## src/rtl/ncl_dr_tx_pkg.sv

```systemverilog
// rtl/ncl_dr_tx_pkg.sv - shared NCL dual-rail types and encoding helper
//
// Purpose : transmitter state encoding and the single-rail to dual-rail bit
//           encoder, shared with the NCL receive-side bridge.
// Contents: state_e    - S_NULL / S_DATA / S_RFD / S_ERR
//           DR_NULL    - {rail1,rail0} spacer value
//           dr_encode  - one data bit -> {rail1, rail0}
package ncl_dr_tx_pkg;

  typedef enum logic [1:0] {
    S_NULL = 2'd0,
    S_DATA = 2'd1,
    S_RFD  = 2'd2,
    S_ERR  = 2'd3
  } state_e;

  localparam logic [1:0] DR_NULL = 2'b00;

  // 1 -> 10, 0 -> 01. The illegal 11 code is never produced.
  function automatic logic [1:0] dr_encode(input logic b);
    return b ? 2'b10 : 2'b01;
  endfunction

endpackage

```

## src/rtl/ncl_dr_tx_if.sv

```systemverilog
// rtl/ncl_dr_tx_if.sv - host word handshake plus NCL dual-rail link
//
// Purpose : bundles the valid/ready word input and the NCL side (rails, ki).
// Signals : in_valid, in_ready, in_data[WIDTH] - single-rail word handshake
//           rail1, rail0 [WIDTH]               - dual-rail wavefront to the NCL fabric
//           ki                                 - completion from the NCL receiver
// Modports: slave  - the transmitter
//           master - host plus NCL receiver environment
interface ncl_dr_tx_if #(
  parameter int WIDTH = 8
);

  logic             in_valid;
  logic             in_ready;
  logic [WIDTH-1:0] in_data;
  logic             ki;
  logic [WIDTH-1:0] rail1;
  logic [WIDTH-1:0] rail0;

  modport slave (
    input  in_valid,
    input  in_data,
    input  ki,
    output in_ready,
    output rail1,
    output rail0
  );

  modport master (
    output in_valid,
    output in_data,
    output ki,
    input  in_ready,
    input  rail1,
    input  rail0
  );

endinterface

```

## src/rtl/ncl_dr_tx_sync2.sv

```systemverilog
// rtl/ncl_dr_tx_sync2.sv - two-flop synchronizer for the async ki input
//
// Purpose : brings an asynchronous level into the clk domain (2-cycle latency).
// Ports   : i_clk - clock
//           i_rst - synchronous reset, active-high; both flops clear to 0
//           i_d   - asynchronous input
//           o_q   - synchronized output
module ncl_dr_tx_sync2 (
  input  logic i_clk,
  input  logic i_rst,
  input  logic i_d,
  output logic o_q
);

  logic r_meta;
  logic r_q;

  always_ff @(posedge i_clk) begin
    if (i_rst) begin
      r_meta <= 1'b0;
      r_q    <= 1'b0;
    end else begin
      r_meta <= i_d;
      r_q    <= r_meta;
    end
  end

  assign o_q = r_q;

endmodule

```

## src/rtl/ncl_dr_tx.sv

```systemverilog
// rtl/ncl_dr_tx.sv - clocked-to-NCL dual-rail transmitter
//
// Purpose : accepts single-rail words on a valid/ready handshake and drives them
//           as DATA/NULL wavefronts into an asynchronous NCL pipeline, paced by
//           the receiver's completion acknowledge ki.
// Ports   : i_clk      - system clock
//           i_rst      - synchronous reset, active-high
//           bus        - ncl_dr_tx_if.slave (in_valid/in_ready/in_data, ki, rail1/rail0)
//           o_busy     - a wavefront is outstanding (state != S_NULL)
//           o_err      - sticky ack-timeout flag, cleared only by reset
//           o_tx_count - completed DATA+NULL cycles, wraps at 2^16
// Params  : WIDTH   - data bits (one rail pair each)
//           TIMEOUT - max cycles waiting on a ki transition; 0 disables the timeout
module ncl_dr_tx
  import ncl_dr_tx_pkg::*;
#(
  parameter int WIDTH   = 8,
  parameter int TIMEOUT = 1023
) (
  input  logic        i_clk,
  input  logic        i_rst,
  ncl_dr_tx_if.slave  bus,
  output logic        o_busy,
  output logic        o_err,
  output logic [15:0] o_tx_count
);

  localparam int CW = (TIMEOUT > 0) ? $clog2(TIMEOUT + 1) : 1;
  localparam logic [CW-1:0] TO_VAL = CW'(TIMEOUT);

  state_e           r_state;
  logic [WIDTH-1:0] r_rail1;
  logic [WIDTH-1:0] r_rail0;
  logic [CW-1:0]    r_cnt;
  logic [15:0]      r_tx_count;

  state_e           w_state_nxt;
  logic [WIDTH-1:0] w_rail1_nxt;
  logic [WIDTH-1:0] w_rail0_nxt;
  logic [CW-1:0]    w_cnt_nxt;
  logic [15:0]      w_tx_count_nxt;

  logic             w_ki_s;
  logic             w_in_ready;
  logic             w_err;
  logic [CW-1:0]    w_cnt_inc;
  logic             w_timeout;

  ncl_dr_tx_sync2 u_ki_sync (
    .i_clk (i_clk),
    .i_rst (i_rst),
    .i_d   (bus.ki),
    .o_q   (w_ki_s)
  );

  assign w_err      = (r_state == S_ERR);
  assign w_in_ready = (r_state == S_NULL) && w_ki_s && !w_err;
  assign w_cnt_inc  = r_cnt + CW'(1);
  assign w_timeout  = (TIMEOUT != 0) && (w_cnt_inc == TO_VAL);

  // Next-state / datapath. The ki_s test precedes the timeout test in each
  // waiting state, so an acknowledge arriving on the timeout cycle still wins.
  always_comb begin
    w_state_nxt    = r_state;
    w_rail1_nxt    = r_rail1;
    w_rail0_nxt    = r_rail0;
    w_cnt_nxt      = r_cnt;
    w_tx_count_nxt = r_tx_count;

    case (r_state)
      S_NULL: begin
        w_rail1_nxt = '0;
        w_rail0_nxt = '0;
        if (bus.in_valid && w_in_ready) begin
          for (int i = 0; i < WIDTH; i++) begin
            {w_rail1_nxt[i], w_rail0_nxt[i]} = dr_encode(bus.in_data[i]);
          end
          w_state_nxt = S_DATA;
          w_cnt_nxt   = '0;
        end
      end

      S_DATA: begin
        if (!w_ki_s) begin
          w_rail1_nxt = '0;
          w_rail0_nxt = '0;
          w_state_nxt = S_RFD;
          w_cnt_nxt   = '0;
        end else if (w_timeout) begin
          w_rail1_nxt = '0;
          w_rail0_nxt = '0;
          w_state_nxt = S_ERR;
          w_cnt_nxt   = '0;
        end else begin
          w_cnt_nxt = w_cnt_inc;
        end
      end

      S_RFD: begin
        w_rail1_nxt = '0;
        w_rail0_nxt = '0;
        if (w_ki_s) begin
          w_tx_count_nxt = r_tx_count + 16'd1;
          w_state_nxt    = S_NULL;
          w_cnt_nxt      = '0;
        end else if (w_timeout) begin
          w_state_nxt = S_ERR;
          w_cnt_nxt   = '0;
        end else begin
          w_cnt_nxt = w_cnt_inc;
        end
      end

      S_ERR: begin
        w_rail1_nxt = '0;
        w_rail0_nxt = '0;
      end

      default: begin
        w_rail1_nxt = '0;
        w_rail0_nxt = '0;
        w_state_nxt = S_NULL;
        w_cnt_nxt   = '0;
      end
    endcase
  end

  // Rails are driven straight from these flops so every bit of a wavefront
  // switches on the same edge with no glitching logic downstream.
  always_ff @(posedge i_clk) begin
    if (i_rst) begin
      r_state    <= S_NULL;
      r_rail1    <= '0;
      r_rail0    <= '0;
      r_cnt      <= '0;
      r_tx_count <= '0;
    end else begin
      r_state    <= w_state_nxt;
      r_rail1    <= w_rail1_nxt;
      r_rail0    <= w_rail0_nxt;
      r_cnt      <= w_cnt_nxt;
      r_tx_count <= w_tx_count_nxt;
    end
  end

  assign bus.in_ready = w_in_ready;
  assign bus.rail1    = r_rail1;
  assign bus.rail0    = r_rail0;
  assign o_busy       = (r_state != S_NULL);
  assign o_err        = w_err;
  assign o_tx_count   = r_tx_count;

endmodule

```

## src/flat_wrapper.sv

```systemverilog
// flat-port wrapper written by rule: the top's interface ports become plain ports
module ncl_dr_tx_flat import ncl_dr_tx_pkg::*;
#(
  parameter int WIDTH   = 8,
  parameter int TIMEOUT = 1023
)
  (i_clk, i_rst, o_busy, o_err, o_tx_count, bus_in_valid, bus_in_data, bus_ki, bus_in_ready, bus_rail1, bus_rail0);
  ncl_dr_tx_if #(.WIDTH(WIDTH)) bus_i ();
  input  logic i_clk;
  input  logic i_rst;
  output logic o_busy;
  output logic o_err;
  output logic [15:0] o_tx_count;
  input wire logic [$bits(bus_i.in_valid)-1:0] bus_in_valid;
  input wire logic [$bits(bus_i.in_data)-1:0] bus_in_data;
  input wire logic [$bits(bus_i.ki)-1:0] bus_ki;
  output wire logic [$bits(bus_i.in_ready)-1:0] bus_in_ready;
  output wire logic [$bits(bus_i.rail1)-1:0] bus_rail1;
  output wire logic [$bits(bus_i.rail0)-1:0] bus_rail0;
  assign bus_i.in_valid = bus_in_valid;
  assign bus_i.in_data = bus_in_data;
  assign bus_i.ki = bus_ki;
  assign bus_in_ready = bus_i.in_ready;
  assign bus_rail1 = bus_i.rail1;
  assign bus_rail0 = bus_i.rail0;
  ncl_dr_tx #(.WIDTH(WIDTH), .TIMEOUT(TIMEOUT)) u_core (.i_clk(i_clk), .i_rst(i_rst), .bus(bus_i), .o_busy(o_busy), .o_err(o_err), .o_tx_count(o_tx_count));
endmodule
```

## config.mk

```make
export PLATFORM = sky130hd
export DESIGN_NAME = ncl_dr_tx_flat
export DESIGN_NICKNAME = d
export VERILOG_FILES = /design/src/rtl/ncl_dr_tx_pkg.sv /design/src/rtl/ncl_dr_tx_if.sv /design/src/rtl/ncl_dr_tx_sync2.sv /design/src/rtl/ncl_dr_tx.sv /design/src/flat_wrapper.sv
export SDC_FILE = /design/constraint.sdc
export NUM_CORES = 1
export LEC_CHECK = 0
export ABC_AREA = 1
export CAP_MARGIN = 20
export CORE_UTILIZATION = 33
export DETAILED_ROUTE_END_ITERATION = 16
export PLACE_DENSITY = 0.59
export SYNTH_ARGS = -nofsm -noshare
export SYNTH_HDL_FRONTEND = slang
export SYNTH_SLANG_ARGS = --single-unit
```

## constraint.sdc

```tcl
create_clock -name i_clk -period 1.94 [get_ports i_clk]
set_clock_uncertainty 0.05 [all_clocks]
set_input_delay 0.582 -clock i_clk [delete_from_list [all_inputs] [get_ports i_clk]]
set_output_delay 0.582 -clock i_clk [all_outputs]
set_load 0.03 [all_outputs]
```

==> run_results.csv, run 1 <==
group,metric,value,unit
worst_setup_path,crit_slowest_cell,"dfxtp_2",
placed_design,post_dp_cell_area,0.00313,mm2
cts,hold_buffers,0,
worst_setup_path,critPathTopFamily,"flip-flops",
worst_setup_path,cp_slowest_stage_delay,0.35,ns
floorplan,fp.coreArea,0.00721,mm2
cells_and_area,final_core_util,45.9,%
timing,slew_violations,0,
synthesis,syn_inst,354,
power_and_ir_drop,p_per_area,575,mW/mm2
global_route,grt_overflow,0,
global_route,antenna_found_initial,0,
floorplan,die_h,88.1,um
synthesis,yosysUniqueCellTypes,35,
synthesis,synth_top_area_share,37.7,%
worst_setup_path,cp_num_buf_inv,2,
synthesis,yosysWarnings,0,
timing,grt_setup_unrepaired,"yes",
floorplan,initial_core_util,33.9,%
cells_and_area,layout-drive-gt1-share,17.9,%
placed_design,gp_congestion,0.813,
global_route,grt_start_max_net_pins,19,
timing,finalSetupViolCount,0,
timing,relSlewSlack,79.0,%
worst_setup_path,critPathArrivalTime,1.29,ns
cts,clockBufferDepth,2,
worst_setup_path,r2r_slack,0.11,ns
cells_and_area,final_cells,517,
synthesis,synth.area.top_cells,"dfxtp_1 38%, nand2_1 11%, nor2_1 9.1%",
worst_hold_path,hp-class,"flop to flop",
drt,num_vias,2303,
synthesis,async_flop_share,0,%
cts,clkSinkCount,46,
placed_design,place_inst,507,
worst_setup_path,endpoint_kind,"output pin",
drt,drc,0,
drt,ant_nets,0,
global_route,grt_usage,14.7,%
timing,final_hold_viol_count,0,
drt,post_drt_wl_per_cell,10.7,um
timing,fin_crit_sh,99.3,%
synthesis,yosys_most_used_dff,"dfxtp_1",
synthesis,synth_area,0.00244,mm2
worst_setup_path,setup.worst_path.class,"flop to output pin",
worst_setup_path,cp-endpoint,"bus_in_ready",
cells_and_area,diodes,0,
synthesis,synthMostInstantiatedCell,"nand2_1",
synthesis,synth_nets,374,
timing,period_minus_slack,1.93,ns
power_and_ir_drop,vdd_drop_max,0.362,mV
worst_setup_path,timing.rr.start,"u_core.r_cnt[1]",
drt,dr.first_iter.drc_count,79,
global_route,grt_pass1_vias,2135,
cts,cts_tree,"done",
floorplan,num_rows,31,
synthesis,yosysTopAreaCell,"dfxtp_1",
timing,tightest_slew,0.315,ns
worst_setup_path,cpMostUsedCell,"buf_6",
power_and_ir_drop,leakage,0.00155,uW
worst_setup_path,rr_worst_depth,10,
cts,cts_buffers,5,
timing,setup_tns,0,ns
floorplan,ios,47,
drt,postRouteWirelength,5.52,mm
worst_setup_path,cp_max_fo,3,
worst_setup_path,worstReg2RegEnd,"u_core.r_cnt[5]",
cts,clk_pin_slew,0.09,ns
cells_and_area,syn2layout_area_growth,35.5,%
timing,fmax,519,MHz
power_and_ir_drop,p_total,1910,uW
synthesis,avgSynthCellArea,6.91,um2
worst_setup_path,crit_required,1.31,ns
outcome,status,"completed",
floorplan,dieArea,0.00776,mm2
global_route,grt_first_pass_wirelength,9.05,mm
worst_setup_path,cp.depth,4,
cells_and_area,final_nets,437,
worst_setup_path,crit_chain,"buf_6 -> ha_4 -> nor3_4 -> buf_6",
floorplan,die_w,88.1,um
worst_setup_path,start_kind,"flop",
synthesis,synth_edf_count,0,
cts,htreeDepth,2,
placed_design,port_buffers,46,
synthesis,synth.ff_latch_count,46,
job,cap_violations,0,
cells_and_area,fin_area,0.00331,mm2
synthesis,synth_common_cells,"73 x nand2_1, 59 x nor2_1, 52 x inv_1, 46 x dfxtp_1, 22 x a21oi_1",
placed_design,hpwl,3.97,mm
worst_setup_path,worstSetupStartpoint,"u_core.r_state[1]",
drt,vias_per_cell,4.45,
cts,root_buffer,"clkbuf_8",
cts,insertion_delay,0.30,ns
drt,drtPass1Iterations,4,
synthesis,ys_seq_area_share,37.7,%
[worst min path at each step]
stage / startpoint / cells past startpoint / endpoint
finish: u_core.u_ki_sync.r_meta / 2 / u_core.u_ki_sync.o_q
global placement: u_core.u_ki_sync.r_meta / 2 / u_core.u_ki_sync.o_q
CTS: u_core.u_ki_sync.r_meta / 2 / u_core.u_ki_sync.o_q
global route: u_core.u_ki_sync.r_meta / 2 / u_core.u_ki_sync.o_q
detailed placement: u_core.u_ki_sync.r_meta / 2 / u_core.u_ki_sync.o_q
floorplan: u_core.u_ki_sync.r_meta / 2 / u_core.u_ki_sync.o_q
[per-stage QoR]
stage / setup slack (ns) / hold WS (ns)
after floorplan: 0.0439 / 0.338
after global placement: -0.0186 / 0.348
after detailed placement: -0.0451 / 0.346
after CTS: 0.00311 / 0.362
after global routing: -0.0518 / 0.385
final: 0.0133 / 0.358
[repair_timing]
action / in CTS / in global routing
setup buffers: 2 / 0
resized for setup: 40 / 22
setup endpoints to repair: 32 / 34
pin swaps: 1 / 2
[area by class of cell]
cell class,count,area [um2]
clock buffer,5,68.8
inverter,55,206
sequential,46,927
fill,765,3900
clock inverter,3,43.8
multi-input combinational,243,1330
timing repair buffer,66,616
tap,99,124
[cells in the final DEF, fill, tap and decap left out, types with 2 or more instances in the layout]
cell | synthesis | routed
ha_1 | 8 | 5
a21oi_1 | 22 | 22
nor2_2 | 6 | 9
o21bai_1 | 2 | 2
inv_2 | 2 | 5
nor2_1 | 59 | 54
dfxtp_1 | 46 | 41
nand3_2 | 2 | 2
clkdlybuf4s50_1 | 0 | 11
nand2_1 | 73 | 70
xor2_1 | 3 | 3
clkbuf_8 | 2 | 5
nor2_4 | 0 | 2
nor3_1 | 7 | 6
ha_4 | 0 | 2
nand4_1 | 6 | 6
buf_6 | 2 | 3
nand3_1 | 13 | 13
o21ai_0 | 12 | 11
dfxtp_2 | 0 | 5
nand3b_1 | 11 | 11
inv_1 | 52 | 49
nand2_2 | 6 | 8
buf_12 | 0 | 3
or2_2 | 2 | 2
dlygate4sd2_1 | 0 | 31
buf_4 | 1 | 17
[logic make-up after synthesis]
kind of cell	share of synthesized area (%)
and+or+nand+nor	35.4
adders and majority gates	4.09
buffers and inverters	11.6
AOI/OAI and AO/OA	10.2
xor gates and xnor gates	1.07
DFF	37.7
[power by group]
group	total [uW]	internal (uW)	switching [uW]
clock	723	386	337
combinational	218	98.3	119
sequential	964	957	7.20
[worst min-delay path: stages, from the launching register on]
cell and delay [ns]:
dfxtp_1 0.31, inv_1 0.04, nor2_1 0.03
[state kept, by name, indices dropped and copies added (netlist names)]
| register | count |
|---|---|
| u_core.bus.rail0 | 8 |
| u_core.bus.rail1 | 8 |
| u_core.o_tx_count | 16 |
| u_core.r_cnt | 10 |
| u_core.r_state | 2 |
| u_core.u_ki_sync.o_q | 1 |
| u_core.u_ki_sync.r_meta | 1 |
[layer usage]
layer	routed length, um	up-vias	track usage [%]
li1	-	1237	-
met1	2650	1030	18.7
met2	2660	34	25.1
met3	176	2	3.49
met4	35	0	3.96
met5	0	-	0
Note: power is estimated with default switching activity, not from simulation.
==> run 2, diff against run 1 <==
--- a/config.mk
+++ b/config.mk
@@ -7,9 +7,9 @@
 export LEC_CHECK = 0
 export ABC_AREA = 1
 export CAP_MARGIN = 20
-export CORE_UTILIZATION = 33
+export CORE_UTILIZATION = 52
 export DETAILED_ROUTE_END_ITERATION = 16
-export PLACE_DENSITY = 0.59
+export PLACE_DENSITY = 0.84
 export SYNTH_ARGS = -nofsm -noshare
 export SYNTH_HDL_FRONTEND = slang
 export SYNTH_SLANG_ARGS = --single-unit
==> run 2 against run 1 <==
  * The run now ends with DRC left
  * Worst hold slack better by 0.013 ns
  * Largest cell class unchanged
  * Sequential power hardly changed
  * Sequential cell count did not move
  * Via count grew 4.4%
  * Critical path type unchanged
  * Clock-buffer cell count unchanged
  * Clock power shrank 2.8%
  * Largest power group unchanged
  * Core utilization rose by 30 points
==> run_results.csv, run 2 (synthesis results as in run 1) <==
group,metric,value,unit
global_route,grt_pass1_vias,2278,
worst_setup_path,crit_required,1.31,ns
cells_and_area,diodes,0,
cts,hold_buffers,0,
worst_setup_path,cp_max_fo,4,
cells_and_area,final_cell_mix,"61 x nand2_1, 51 x nor2_1, 47 x inv_1, 40 x dfxtp_1, 22 x a21oi_1",
placed_design,port_buffers,46,
cells_and_area,syn2layout_area_growth,37.4,%
timing,fin_crit_sh,98.1,%
timing,finalSetupViolCount,0,
placed_design,gp_congestion,0.791,
global_route,grt_overflow,0,
floorplan,dieArea,0.00498,mm2
placed_design,place_inst,454,
drt,vias_per_cell,5.11,
timing,tightest_slew,0.356,ns
placed_design,hpwl,3.91,mm
floorplan,die_w,70.6,um
floorplan,ios,47,
cts,insertion_delay,0.30,ns
power_and_ir_drop,vdd_drop_max,0.478,mV
worst_setup_path,start_kind,"flop",
drt,drtPass1Iterations,10,
floorplan,fp.coreArea,0.00444,mm2
cells_and_area,largest_reg_flops,16,
global_route,grt_first_pass_wirelength,9.27,mm
floorplan,initial_core_util,55.0,%
global_route,grt_use_met2,42.3,%
cts,clockBufferDepth,2,
cts,root_buffer,"clkbuf_8",
timing,final_hold_viol_count,0,
worst_hold_path,hp-class,"flop to flop",
worst_setup_path,r2r_slack,0.06,ns
global_route,grt_usage,23.0,%
cts,cts_tree,"done",
drt,num_vias,2404,
global_route,grt_busiest_layer,"met2",
drt,postRouteWirelength,6.11,mm
floorplan,num_rows,24,
worst_setup_path,critPathArrivalTime,1.27,ns
cells_and_area,final_nets,437,
worst_setup_path,setup.worst_path.class,"flop to output pin",
cts,clkSinkCount,46,
timing,finalWorstSetupSlack,0.0372,ns
power_and_ir_drop,p_per_area,563,mW/mm2
job,cap_violations,0,
global_route,grt.met1_usage,25.3,%
cells_and_area,layout-drive-gt1-share,21.8,%
cts,clk_pin_slew,0.08,ns
outcome,status,"finished with violations",
cells_and_area,fill_cells,335,
drt,drc,2,
worst_setup_path,endpoint_kind,"output pin",
cells_and_area,final_common_cell,"nand2_1",
global_route,antenna_found_initial,0,
cells_and_area,final_cells,470,
floorplan,die_h,70.6,um
outcome,violations,"DRC",
timing,relSlewSlack,76.2,%
drt,ant_nets,0,
power_and_ir_drop,leakage,0.00173,uW
cts,htreeDepth,2,
timing,fmax,526,MHz
timing,slew_violations,0,
timing,fin_hold_ws,0.372,ns
drt,dr.first_iter.drc_count,128,
placed_design,pre_cts_slack,-0.0346,ns
cts,cts_buffers,5,
global_route,grtUsageMet3,4.70,%
drt,post_drt_wl_per_cell,13.0,um
global_route,grt_start_max_net_pins,19,
timing,period_minus_slack,1.90,ns
run 2: changes by cell type in the layout (fill, tap and decap cells not counted), moves of 2 or more:
cell            before  now
dlymetal6s2s_1       1   12
nand2_2              8   16
nand2_1             70   61
nor2_4               2    4
nand2_4              1    3
ha_1                 5    3
buf_12               3    1
inv_1               49   47
dlygate4sd2_1       31   20
inv_4                0    3
nor2_1              54   51
run 2: repair_timing:
action	CTS	global route
setup buffers	1	5
setup endpoints to repair	38	46
pin swaps	2	15
gates cloned	1	1
gates resized for setup	32	55
run 2: final cells by class:
| type | instances | area [um2] | share of cell area (%) |
|---|---|---|---|
| tap | 52 | 65.1 | 1.94 |
| inverter | 55 | 214 | 6.37 |
| clock buffer | 5 | 68.8 | 2.05 |
| multi-input combinational | 244 | 1400 | 41.7 |
| timing repair buffer | 65 | 638 | 19.0 |
| clock inverter | 3 | 40.0 | 1.19 |
| sequential | 46 | 931 | 27.7 |
run 2: worst max-delay path, cell delays in order (launching register included):
cell,delay [ns]
dfxtp_4,0.37
ha_2,0.22
nor3_4,0.22
buf_6,0.16
run 2: routing by layer:
layer	vias to the layer above	share of wire [%]	wire, um
met3	12	4.1	251
met2	57	53	3220
met5	-	0	0
li1	1229	-	-
met4	0	1.8	109
met1	1106	41	2530
run 2: where the power goes:
| part | switching, uW | internal, uW | leakage [uW] | total, uW |
|---|---|---|---|---|
| logic | 126 | 95.2 | 0.00130 | 222 |
| clock network | 324 | 379 | 0.0000579 | 703 |
| registers | 9.94 | 957 | 0.000375 | 967 |
| total | 460 | 1430 | 0.00173 | 1890 |
run 2: final timing paths:
check                          startpoint                   end  cells past startpoint
hold / removal    u_core.u_ki_sync.r_meta  u_core.u_ki_sync.o_q                      2
setup reg to reg          u_core.r_cnt[1]   u_core.bus.rail1[0]                     13
hold reg to reg   u_core.u_ki_sync.r_meta  u_core.u_ki_sync.o_q                      2
setup / recovery        u_core.r_state[0]          bus_in_ready                      3
run 2: metrics by stage:
stage          util [%]  TNS [ns]  cell area [um2]  total power (uW)
2_1_floorplan         -         0             2460              1110
3_3_place_gp       67.6         0             3000              1180
3_5_place_dp       67.6    -0.143             3000              1180
4_1_cts            70.5         0             3130              1880
5_1_grt            75.6   -0.0767             3360              1960
6_report           75.6         0             3360              1890
